### config.mk
export PLATFORM = sky130hd
export DESIGN_NAME = uart_rx
export DESIGN_NICKNAME = d
export VERILOG_FILES = /design/src/rtl/uart_pkg.sv /design/src/rtl/uart_sync2.sv /design/src/rtl/uart_rx.sv
export SDC_FILE = /design/constraint.sdc
export NUM_CORES = 1
export LEC_CHECK = 0
export ABC_AREA = 1
export BUFFER_PORTS_ARGS = -buffer_cell sky130_fd_sc_hd__clkbuf_2
export CAP_MARGIN = 40
export CORE_UTILIZATION = 55
export DETAILED_ROUTE_END_ITERATION = 10
export GPL_TIMING_DRIVEN = 0
export HOLD_SLACK_MARGIN = 0.12
export PLACE_DENSITY = 0.75
export SLEW_MARGIN = 25
export SYNTH_ARGS = -nofsm -noshare
export SYNTH_HDL_FRONTEND = slang
export SYNTH_SLANG_ARGS = --single-unit
### constraint.sdc
create_clock -name system_clk -period 1.77 [get_ports system_clk]
set_clock_uncertainty 0.1 [all_clocks]
set_input_delay 0.177 -clock system_clk [delete_from_list [all_inputs] [get_ports system_clk]]
set_output_delay 0.177 -clock system_clk [all_outputs]
set_load 0.005 [all_outputs]
### src/rtl/uart_pkg.sv
// Shared UART definitions: receiver/transmitter state encoding and default frame geometry.
package uart_pkg;

    localparam int unsigned UART_DATA_BITS  = 8;
    localparam int unsigned UART_OVERSAMPLE = 16;

    typedef enum logic [2:0] {
        IDLE,
        START,
        DATA,
        STOP,
        WAIT_IDLE
    } uart_state_e;

endpackage

### src/rtl/uart_sync2.sv
// Two-flop synchroniser for asynchronous inputs; both stages reset to RESET_VAL.
module uart_sync2 #(
    parameter logic RESET_VAL = 1'b1
) (
    input  logic system_clk,
    input  logic reset,
    input  logic d,
    output logic q
);

    logic meta;

    always_ff @(posedge system_clk) begin
        if (reset) begin
            meta <= RESET_VAL;
            q    <= RESET_VAL;
        end else begin
            meta <= d;
            q    <= meta;
        end
    end

endmodule

### src/rtl/uart_rx.sv
// Oversampling 8N1 UART receiver with valid/ready byte output, framing-error and overrun pulses.
module uart_rx
    import uart_pkg::*;
#(
    parameter int unsigned DATA_BITS  = UART_DATA_BITS,
    parameter int unsigned OVERSAMPLE = UART_OVERSAMPLE
) (
    input  logic                 system_clk,
    input  logic                 reset,
    input  logic                 sample_tick,
    input  logic                 rxd,
    output logic [DATA_BITS-1:0] rx_data,
    output logic                 rx_valid,
    input  logic                 rx_ready,
    output logic                 frame_err,
    output logic                 overrun,
    output logic                 busy
);

    localparam int unsigned CNT_W = $clog2(OVERSAMPLE);
    localparam int unsigned IDX_W = $clog2(DATA_BITS + 1);

    localparam logic [CNT_W-1:0] CNT_MID  = CNT_W'(OVERSAMPLE / 2 - 1);
    localparam logic [CNT_W-1:0] CNT_LAST = CNT_W'(OVERSAMPLE - 1);
    localparam logic [IDX_W-1:0] IDX_LAST = IDX_W'(DATA_BITS - 1);

    uart_state_e            state_q, state_d;
    logic [CNT_W-1:0]       cnt_q, cnt_d;
    logic [IDX_W-1:0]       idx_q, idx_d;
    logic [DATA_BITS-1:0]   shift_q, shift_d;
    logic                   rxd_s;
    logic                   deliver;
    logic                   stop_bad;

    uart_sync2 #(.RESET_VAL(1'b1)) u_sync (
        .system_clk (system_clk),
        .reset      (reset),
        .d          (rxd),
        .q          (rxd_s)
    );

    always_ff @(posedge system_clk) begin
        if (reset) begin
            state_q <= IDLE;
            cnt_q   <= '0;
            idx_q   <= '0;
            shift_q <= '0;
        end else begin
            state_q <= state_d;
            cnt_q   <= cnt_d;
            idx_q   <= idx_d;
            shift_q <= shift_d;
        end
    end

    always_comb begin
        state_d  = state_q;
        cnt_d    = cnt_q;
        idx_d    = idx_q;
        shift_d  = shift_q;
        deliver  = 1'b0;
        stop_bad = 1'b0;
        case (state_q)
            IDLE: begin
                if (sample_tick && !rxd_s) begin
                    state_d = START;
                    cnt_d   = '0;
                end
            end
            START: begin
                if (sample_tick) begin
                    if (cnt_q == CNT_MID) begin
                        cnt_d = '0;
                        idx_d = '0;
                        // A high line at mid start bit means the falling edge was a glitch.
                        state_d = rxd_s ? IDLE : DATA;
                    end else begin
                        cnt_d = cnt_q + 1'b1;
                    end
                end
            end
            DATA: begin
                if (sample_tick) begin
                    if (cnt_q == CNT_LAST) begin
                        for (int unsigned i = 0; i < DATA_BITS; i++) begin
                            if (idx_q == IDX_W'(i)) shift_d[i] = rxd_s;
                        end
                        cnt_d = '0;
                        idx_d = idx_q + 1'b1;
                        if (idx_q == IDX_LAST) state_d = STOP;
                    end else begin
                        cnt_d = cnt_q + 1'b1;
                    end
                end
            end
            STOP: begin
                if (sample_tick) begin
                    if (cnt_q == CNT_LAST) begin
                        cnt_d = '0;
                        if (rxd_s) begin
                            deliver = 1'b1;
                            state_d = IDLE;
                        end else begin
                            stop_bad = 1'b1;
                            state_d  = WAIT_IDLE;
                        end
                    end else begin
                        cnt_d = cnt_q + 1'b1;
                    end
                end
            end
            WAIT_IDLE: begin
                if (rxd_s) state_d = IDLE;
            end
            default: state_d = IDLE;
        endcase
    end

    always_ff @(posedge system_clk) begin
        if (reset) begin
            rx_data   <= '0;
            rx_valid  <= 1'b0;
            frame_err <= 1'b0;
            overrun   <= 1'b0;
        end else begin
            frame_err <= stop_bad;
            overrun   <= deliver && rx_valid && !rx_ready;
            // A same-cycle consume frees the slot, so the new byte replaces the old one.
            if (deliver) begin
                if (!rx_valid || rx_ready) begin
                    rx_data  <= shift_q;
                    rx_valid <= 1'b1;
                end
            end else if (rx_valid && rx_ready) begin
                rx_valid <= 1'b0;
            end
        end
    end

    assign busy = (state_q != IDLE);

endmodule

; ---- After elaboration in Yosys (flattened, before gate mapping)
; Cells that the tools add are included.
[word_totals]
ff_bits = 32
latchBits = 0
mem_bits_rw = 0
mem_bits_ro = 0
out_inout_bits = 12
word_cells = 106
memories = 0
[op_classes]
add_sub_neg = 2
multipliers = 0
div_mod_pow = 0
magnitude_cmp = 0
eq_ne = 24
n_shift = 0
mux = 31
n_bitwise = 3
reduce_logical = 29
[op_table]
columns = cell, n
row1 = 2-to-1 mux 4 bit, 9
row2 = AND reduction 4 bit, 9
row3 = 2-to-1 mux 3 bit, 10
row4 = "== test 4 x 3 -> 1 bit, second input constant", 5
row5 = "inequality test 2 bit, second input constant", 8
row6 = one-hot mux 3 bit (5 select lines), 1
row7 = one-hot mux 4 bit (3 select lines), 1
row8 = AND reduction 9 bit, 1
row9 = "adder 4 x 1 -> 4 bit, second input constant", 2
row10 = "== test 4 x 2 -> 1 bit, second input constant", 2
row11 = 2-to-1 mux 1 bit, 8
row12 = one-hot mux 4 bit (2 select lines), 1
row13 = "== test 3 x 2 -> 1 bit, second input constant", 2
row14 = "inequality test 2 x 1 -> 1 bit, second input constant", 3
row15 = nonzero test 3 bit, 2
row16 = AND reduction 5 bit, 1
row17 = "== test 4 x 1 -> 1 bit, second input constant", 1
row18 = "== test 4 bit, second input constant", 1
row19 = logical AND 1 bit, 4
row20 = logical NOT 4 bit, 1
row21 = AND reduction 2 bit, 2
row22 = nonzero test 2 bit, 2
row23 = OR reduction 4 bit, 1
row24 = "== test 3 x 1 -> 1 bit, second input constant", 1
row25 = other kinds (7), 11

; ---- Depth between registers and ports, before layout
; Gate-level depths: netlist of the first run.
[depth]
ltp_word = 6
ltp_mapped = 10
mapped_depth_nobuf = 10

; ---- Hierarchy
; A second synthesis of the first run with hierarchy kept.
[hier_totals]
cells_unflattened = 223
area_unflattened_um2 = 1560.2
[modules_own_cells]
columns = mod, instances, cells_per_inst, area_per_inst_um2, seq_area_each_um2
row1 = uart_rx, 1, 216, 1501.4, 600.6
row2 = uart_sync2, 1, 7, 58.8, 40.0

; ---- Worst setup path before layout of the first run
; No wires, ideal clock.
[synth_path]
path_kind = register to register
from = register cnt_q[0]
to = register rx_data[3]
setup_time_ps = 115
t_arrival_ps = 1327
slack_ps = 228
path_stages_with_launch = 9
n_path_buf = 1
path_cell_list = dfxtp_1 ha_1 nand3_2 nor2_4 nand4_2 buf_6 nand2_1 o21ai_1 and2_1
[synth_via]
elab_chain_len = 5
[synth_lines]
columns = item, line
row1 = start: declaration, uart_rx.sv:28  ; logic [CNT_W-1:0] cnt_q, cnt_d;
row2 = start signal: assignment, uart_rx.sv:50  ; cnt_q <= cnt_d;
row3 = == test 4 bit, uart_rx.sv:98  ; if (cnt_q == CNT_LAST) begin
row4 = 2-to-1 mux 1 bit, uart_rx.sv:98
row5 = 2-to-1 mux 1 bit, uart_rx.sv:97  ; if (sample_tick) begin
row6 = 2-to-1 mux 1 bit, uart_rx.sv:63  ; case (state_q)
row7 = AND reduction 2 bit (no source line), --
row8 = end signal: assignment, uart_rx.sv:131  ; rx_data <= shift_q;
row9 = end: declaration, uart_rx.sv:12  ; output logic [DATA_BITS-1:0] rx_data,
; Every way passes these cells.
; A chain may end at the register's enable or synchronous reset.

; ---- Worst setup path in the final report of the first run
[layout_path]
from = register idx_q[1]
to = register state_q[0]
[layout_via]
elab_chain_len = 3
[layout_lines]
columns = item, line
row1 = start: declaration, uart_rx.sv:29  ; logic [IDX_W-1:0] idx_q, idx_d;
row2 = start signal: assignment, uart_rx.sv:51  ; idx_q <= idx_d;
row3 = == test 4 x 3 -> 1 bit, uart_rx.sv:90  ; if (idx_q == IDX_LAST) state_d = STOP;
row4 = inequality test 2 bit (no source line), --
row5 = AND reduction 9 bit (no source line), --
row6 = end signal: assignment, uart_rx.sv:49  ; state_q <= state_d;
row7 = end: declaration, uart_rx.sv:27  ; uart_state_e state_q, state_d;
; Every way passes these cells.

==> metrics, run 1 <==
status=complete, no violations; drt first pass iters=6; pre-CTS setup slack=0.01812 ns; PD cells=1014 mW/mm²; Syn Nets=240; core area=0.002781 mm²; Hold Violations, Final=0; CTS tree=built; Syn Area/Cell=slightly above 7 µm²; design area=0.001909 mm²; max_slew headroom=between 60% and 70%; row count=19; fin. max-slew vios=0; unrepaired setup endpoints after global routing=false; WL final=3.629 mm; worst setup path class=reg2reg; Area Overhead vs Synth=16.67%; clock slew at reported path FFs=~0.10 ns; CTS buffer count=5; DRC=0; share of layout cells above drive strength 1=about a fifth; Arr. time, crit path=between 1.5 and 2 ns; vias per inst=5.331; CTS Buffer Depth=2; final core utilization=between 60% and 70%; Syn Inst Count=230; mapped cell area=0.001637 mm²; critical path peak fanout=5; Die Height=56.55 µm; hold_ws=0.1345 ns; largest net degree at the start of global routing=11; setup TNS=0 ns; fin crit period=about 1.6 ns; gp weighted congestion=0.9266; final period utilization=92.39%; crit path launch type=register; H-tree levels=2; Max Cap Viol=0; vias in the first global route=roughly 1300; initial antenna violation count=0; initial core utilization=58.84%; DIE AREA=0.003198 mm²; worst skew pair latency=around 0.34 ns; Cell Area, Placed=roughly 0.0018 mm²; leak pwr=0.7866 nW; HP Class=in2reg; via count=1546; port bufs=16; Worst Setup End Kind=register; Slew @ Worst Pin=slightly below 0.5 ns; nets@finish=268; grt ovf=0; Ys Warns=0; Finished Layout Cells=290; Antenna diodes=0; register area share after synthesis=39.14%; DR WL/cell=12.51 µm; FF+latch count, synth=32; first-pass GRT wire length=just under 6 mm; Die Width=56.55 µm; CTS Sinks=32; initial detailed-routing violation count=67; All-Layer GR Usage=between 20% and 30%; total power=1.936 mW; Req. time, crit path=1.95 ns; Max Freq=a little over 0.6 GHz; ANT nets after route=0; post-detail-place hpwl=roughly 2.5 mm; Ports=17; final worst slack=about 0.13 ns; Synth cell types=26; Post-Place Cells=between 200 and 300; Max rail drop VDD=0.001120 V; Root Buffer=clkbuf_4; Final setup viols=0
==> worst paths after layout <==
kind / from / endpoint / slack, ns / cells past startpoint
setup / recovery: idx_q[1]$_SDFFE_PP0P_ / state_q[0]$_SDFFE_PP0P_ / 0.13 / 9
hold / removal: sample_tick / idx_q[0]$_SDFFE_PP0P_ / 0.13 / 4
setup reg to reg: idx_q[1]$_SDFFE_PP0P_ / state_q[0]$_SDFFE_PP0P_ / 0.13 / 9
hold reg to reg: shift_q[1]$_SDFFE_PP0P_ / shift_q[1]$_SDFFE_PP0P_ / 0.36 / 2
==> routing by layer <==
| layer | up-vias | track usage [%] | share of wire (%) | wire [µm] |
|---|---|---|---|---|
| li1 | 807 | - | - | - |
| met1 | 697 | 31.11 | 47 | 1715 |
| met2 | 34 | 39.50 | 47 | 1703 |
| met3 | 8 | 5.530 | 4.1 | 150 |
| met4 | 0 | 9.408 | 1.6 | 59 |
| met5 | - | 0 | 0 | 0 |
==> critical path, stage by stage (launching register included) <==
cell and delay, ns:
dfxtp_1 0.43, ha_2 0.25, inv_1 0.05, nor2_1 0.19, nor2_1 0.07, nor2_1 0.18, nand2_2 0.11, nand2_1 0.07
nand2_1 0.04, nor2_1 0.10
==> sequential cells by signal (all words and copies together) (netlist names) <==
name and flops:
state_q 3, overrun 1, shift_q 8, u_sync.meta 1, u_sync.q 1, cnt_q 4, rx_valid 1, idx_q 4
rx_data 8, frame_err 1
==> synthesized netlist by cell type, drive strengths merged <==
| cell type | instances | area [µm²] |
|---|---|---|
| inv | 25 | 93.84 |
| buf | 3 | 27.52 |
| and3 | 1 | 6.260 |
| a21oi | 17 | 85.08 |
| nand3b | 3 | 22.52 |
| nand2 | 51 | 196.4 |
| or2 | 2 | 12.51 |
| nor2 | 40 | 177.7 |
| dfxtp | 32 | 640.6 |
| nor3 | 1 | 5.000 |
| o21ai | 14 | 70.07 |
| xor2 | 1 | 8.760 |
| ha | 5 | 62.56 |
| nand3 | 13 | 80.08 |
| nand4 | 14 | 100.1 |
| clkbuf | 2 | 7.510 |
| and2 | 5 | 31.28 |
| xnor2 | 1 | 8.760 |
==> final cells by class <==
type,count,area [µm²]
clock inverters,2,35.03
well taps,31,38.79
repair buffers,21,125.1
plain buffers,5,35.03
multi-input cells,168,895.9
inverters,25,93.84
fillers,260,872.1
clock buffers,6,41.29
flip-flops and latches,32,644.4
==> where the power goes <==
| group | switching, mW | internal (mW) |
|---|---|---|
| Sequential | 0.0773 | 0.773 |
| Clock | 0.258 | 0.296 |
| Combinational | 0.341 | 0.190 |
==> cells in the final DEF (no fill, tap or decap), drive strengths merged <==
cell,Yosys,layout
or2,2,2
and2,5,5
clkinv,0,1
o21ai,14,14
inv,25,25
a21oi,17,17
and3,1,1
nand3,13,13
nand3b,3,3
xor2,1,1
dfxtp,32,32
nor3,1,1
bufinv,0,1
buf,3,5
clkbuf,2,24
dlygate4sd3,0,3
nand2,51,51
xnor2,1,1
ha,5,5
nor2,40,40
nand4,14,14
==> logic make-up after synthesis <==
logic type / synth area share [%]
XOR/XNOR: 1.071
buffers and inverters: 7.874
AO/OA/AOI/OAI: 9.480
flip-flops: 39.14
adder cells (fa/ha/maj): 3.823
AND/OR/NAND/NOR: 38.61
==> what timing repair did <==
action	in CTS	in global routing
gates resized for setup	1	7
setup endpoints to repair	4	17
buffers inserted	0	2
hold buffers	3	0
pin swaps	0	1
endpoints found under the hold margin	4	0
Note: power is estimated with default switching activity, not from simulation.
==> run 2: changes to the inputs <==
Settings changed: CORE_MARGIN set to 2, CORE_UTILIZATION 55 to 57, PLACE_DENSITY 0.75 to 0.78.
==> run 2 against run 1 <==
Cell count down 0.69%. Utilization up 0.19 points. Count of clock-buffer cells in the layout is the same. Largest cell class unchanged. Combinational power shrank 5.1%.
==> metrics, run 2 (synthesis results as in run 1) <==
Hold Violations, Final=0; most frequent CP cell=nor2_1; CTS tree=built; grt ovf=0; Post-CTS Setup Bufs=0; worst skew pair latency=between 0.3 and 0.4 ns; Req. time, crit path=between 1.5 and 2 ns; Max rail drop VDD=0.0009639 V; DRC=0; clock slew at reported path FFs=0.10 ns; end point of the critical path=state_q[0]$_SDFFE_PP0P_; most frequent cells in the layout=49 x nand2_1, 34 x nor2_1, 28 x dfxtp_1; largest net degree at the start of global routing=11; crit path launch type=register; CTS Buffer Depth=2; critical-path cell list=ha_1 > inv_1 > nor2_1 > nor2_1 > nor2_1 > nand2_2 > nand2_1 > nand2_1 > nor2_1; drt first pass iters=4; critical path peak fanout=5; setup TNS=0 ns; Max Cap Viol=0; Worst R2R Path Depth=9; row count=19; worst setup path class=reg2reg; fin. max-slew vios=0; Cell Area, Placed=0.001755 mm²; Die Width=between 50 and 60 µm; final core utilization=68.83%; port bufs=16; reg-to-reg startpoint=idx_q[1]$_SDFFE_PP0P_; gp weighted congestion=0.9169; PD cells=between 1000 and 1500 mW/mm²; final period utilization=93.29%; worst reg2reg endpoint=state_q[0]$_SDFFE_PP0P_; leak pwr=0.7800 nW; # fillers=252; first-pass GRT wire length=between 5 and 6 mm; initial detailed-routing violation count=61; vias per inst=5.226; Slew @ Worst Pin=slightly below 0.5 ns; core area=0.002734 mm²; All-Layer GR Usage=~22%; unrepaired setup endpoints after global routing=false; CTS Sinks=32; initial core utilization=around three fifths; H-tree levels=2; Worst Setup End Kind=register; Antenna diodes=0; post-detail-place hpwl=between 2 and 3 mm; commonest non-fill, non-tap cell in the layout=nand2_1; HP Class=in2reg; DR WL/cell=11.92 µm; nets@finish=266; Max Freq=0.6056 GHz; Crit. Startpoint=idx_q[1]$_SDFFE_PP0P_; Ports=17; Largest regs=rx_data x8, shift_q x8; fin crit period=between 1.5 and 2 ns; ANT nets after route=0; CTS buffer count=5; max_slew headroom=67.56%; max incr delay on CP=0.42 ns; Final setup viols=0; initial antenna violation count=0; DIE AREA=around 0.0033 mm²; Arr. time, crit path=1.80 ns; via count=about 1500; Worst R2R Setup Slack=0.12 ns; share of layout cells above drive strength 1=about 19%; status=complete, no violations; Root Buffer=clkbuf_4; WL final=3.433 mm; Die Height=57.59 µm; vias in the first global route=~1400; design area=approximately 0.0019 mm²; Area Overhead vs Synth=14.98%; slowest CP cell=dfxtp_1
[run 2: worst min path at each step]
| stage | start | endpoint | slack [ns] | cells past startpoint |
|---|---|---|---|---|
| CTS | rx_ready | overrun$_SDFF_PP0_ | 0.13 | 4 |
| global route | rx_ready | overrun$_SDFF_PP0_ | 0.18 | 4 |
| floorplan | reset | rx_valid$_SDFFE_PP0P_ | 0.15 | 1 |
| finish | rx_ready | overrun$_SDFF_PP0_ | 0.14 | 4 |
| global placement | rxd | u_sync.meta$_SDFF_PP1_ | 0.26 | 2 |
| detailed placement | rxd | u_sync.meta$_SDFF_PP1_ | 0.27 | 2 |
[run 2: what timing repair did]
action | in CTS | in global routing
gates resized for setup | 1 | 6
hold buffers | 3 | 0
endpoints found under the setup margin | 1 | 15
hold endpoints to repair | 4 | 0
cloned | 0 | 0
[run 2: stage by stage]
| stage | total power, mW | hold slack [ns] | instances | setup WS [ns] |
|---|---|---|---|---|
| after floorplan | 1.230 | 0.1461 | 230 | 0.2276 |
| after global placement | 1.329 | 0.2624 | 277 | 0.06549 |
| after detailed placement | 1.341 | 0.2670 | 277 | 0.01661 |
| after CTS | 1.885 | 0.1330 | 288 | 0.03579 |
| after global routing | 2.017 | 0.1847 | 288 | 0.004829 |
| final | 1.891 | 0.1404 | 288 | 0.1187 |
[run 2: layer usage]
layer	track usage [%]	vias to the layer above	wire length (µm)
li1	-	796	-
met4	6.977	0	48
met3	4.762	6	153
met1	28.09	670	1625
met2	37.34	33	1606
met5	0	-	0
[run 2: report_power, final]
group          switching [mW]  total [mW]  internal, mW  leakage (nW)
clock                   0.242       0.538         0.296        0.0422
sequential             0.0755       0.849         0.774         0.261
combinational           0.332       0.504         0.172         0.477
[run 2: area by class of cell]
cell class	instances	area, µm²	share of cell area [%]
multi-input cells	168	882.1	46.88
repair buffers	19	110.1	5.851
flip-flops and latches	32	645.6	34.31
inverters	25	93.84	4.987
plain buffers	5	35.03	1.862
clock buffers	6	41.29	2.194
clock inverters	2	35.03	1.862
well taps	31	38.79	2.061
[run 2: critical path, delay by kind of cell, from the launching register on]
family	cells	cell delay (ns)
and+or+nand+nor	7	0.76
buffers and inverters	1	0.05
adders and majority gates	1	0.26
DFF	1	0.42
==> run 3: changes to the inputs <==
Settings changed: BUFFER_PORTS_ARGS -buffer_cell sky130_fd_sc_hd__clkbuf_2 to -buffer_cell sky130_fd_sc_hd__buf_4.
==> run 3 against run 2 <==
Worst setup slack better by 0.032 ns. Non-clock buffer count rose by 3. Sequential share of layout area decreased by 1.3 points. Wire length fell by 1.7%. Cell count increased by 1.0%. Hold slack improved by 0.18 ns. Combinational power is 5.0% higher. Total power is 1.3% higher. Count of clock-buffer cells in the layout unchanged. Register-to-register slack better by 0.05 ns. Global-route usage grew 0.84 points.
==> metrics, run 3 (synthesis results as in run 1) <==
status=complete, no violations; critical-path cell list=dlygate4sd3_1 > buf_4 > inv_1 > nand2_1 > nor2_1 > inv_1 > nand2_1 > nor2_2 > nand2_2 > nand2_1 > nand2_1 > nor2_1; nets@finish=269; vias per inst=5.168; setup TNS=0 ns; gr busiest metal=met2; vias in the first global route=between 1000 and 1500; final core utilization=71.58%; initial detailed-routing violation count=74; All-Layer GR Usage=22.97%; gp weighted congestion=0.8975; worst setup path class=in2reg; HP Class=reg2reg; Root Buffer=clkbuf_4; post-detail-place hpwl=2.472 mm; H-tree levels=2; Largest regs=rx_data x8, shift_q x8; crit-path leading delay family=buffers and inverters; Req. time, crit path=1.91 ns; largest net degree at the start of global routing=11; met2 Use GR=35.23%; hold path startpoint=u_sync.meta$_SDFF_PP1_; leak pwr=0.8045 nW; Hold Path End=u_sync.q$_SDFF_PP1_; Worst R2R Path Depth=8; Hold Violations, Final=0; CTS Buffer Depth=2; Finished Layout Cells=291; Arr. time, crit path=1.76 ns; max_slew headroom=67.29%; Slew @ Worst Pin=~0.5 ns; Post-Place Cells=277; clock slew at reported path FFs=0.09 ns; initial core utilization=59.86%; unrepaired setup endpoints after global routing=false; most frequent CP cell=nand2_1; share of layout cells above drive strength 1=20.38%; Die Width=57.59 µm; fin crit period=1.619 ns; Cell Area, Placed=0.001795 mm²; CTS buffer count=5; port bufs=16; buffers plus inverters on the worst setup path=4; initial antenna violation count=0; Worst Setup End Kind=register; fin. max-slew vios=0; via count=1504; DIE AREA=0.003316 mm²; WL final=around 3.4 mm; ANT nets after route=0; hold path cells=1; reg-to-reg startpoint=cnt_q[0]$_SDFFE_PP0P_; DR WL/cell=11.60 µm; slowest CP cell=dlygate4sd3_1; core area=0.002734 mm²; Max Freq=0.6177 GHz; first-pass GRT wire length=5.796 mm; crit path launch type=input port; commonest non-fill, non-tap cell in the layout=nand2_1; met3 Use GR=6.349%; Final setup viols=0; Ports=17; grt ovf=0; CTS tree=built; PD cells=approximately 1000 mW/mm²; drt first pass iters=6; critical path peak fanout=4; worst reg2reg endpoint=idx_q[2]$_SDFFE_PP0P_; Worst R2R Setup Slack=approximately 0.17 ns; Max Cap Viol=0; max incr delay on CP=0.53 ns; CTS Sinks=32; most frequent cells in the layout=49 x nand2_1, 33 x nor2_1, 28 x dfxtp_1; row count=19; worst skew pair latency=0.33 ns; grt met1 use=just under 30%; DRC=0; design area=0.001957 mm²; Antenna diodes=0; Die Height=57.59 µm; Area Overhead vs Synth=19.57%; final period utilization=roughly nine tenths; Max rail drop VDD=0.001014 V
-- run 3: timing repair --
action / CTS / global route
endpoints found under the setup margin: 0 / 21
hold buffers: 5 / 0
hold endpoints to repair: 6 / 0
buffers inserted: 0 / 1
gates resized for setup: 0 / 9
-- run 3: report_power, final --
part / switching, mW / internal (mW)
combinational: 0.338 / 0.191
sequential: 0.0727 / 0.773
clock: 0.245 / 0.296
total: 0.656 / 1.26
-- run 3: worst max path at each step --
stage / from / to / slack, ns / cells after the start
after global placement: cnt_q[0]$_SDFFE_PP0P_ / rx_data[6]$_SDFFE_PP0P_ / 0.06 / 8
after global routing: sample_tick / state_q[0]$_SDFFE_PP0P_ / 0.02 / 12
after floorplan: cnt_q[0]$_SDFFE_PP0P_ / rx_data[3]$_SDFFE_PP0P_ / 0.23 / 8
after CTS: cnt_q[0]$_SDFFE_PP0P_ / rx_data[4]$_SDFFE_PP0P_ / 0.02 / 7
final: sample_tick / state_q[1]$_SDFFE_PP0P_ / 0.15 / 12
after detailed placement: cnt_q[0]$_SDFFE_PP0P_ / rx_data[4]$_SDFFE_PP0P_ / 0.04 / 7
-- run 3: per-stage QoR --
stage	setup WS (ns)	hold slack, ns	power, mW
6_report	0.1510	0.3205	1.916
3_3_place_gp	0.05821	0.2624	1.344
2_1_floorplan	0.2276	0.1461	1.230
4_1_cts	0.02069	0.3221	1.909
3_5_place_dp	0.04286	0.2651	1.348
5_1_grt	0.01894	0.3326	2.051
-- run 3: area by class of cell --
cell class	count	area, µm²
timing repair buffer	22	177.7
buffer	5	35.03
multi-input combinational	168	889.6
inverter	25	93.84
clock inverter	2	35.03
fill	227	777.0
tap	31	38.79
clock buffer	6	41.29
sequential	32	645.6
-- run 3: worst reg2reg max path, stage by stage (launching register included) --
cell and delay [ns]:
dfxtp_2 0.38, ha_4 0.17, nand2_1 0.06, nor2_2 0.13
nor2_1 0.09, nor2_2 0.22, buf_4 0.16, nand4_1 0.06
a21oi_1 0.15
-- run 3: per-layer routing --
layer	wire length, µm	vias to the layer above
met5	0	-
met2	1448	40
met4	77	0
met1	1688	646
li1	-	808
met3	161	10
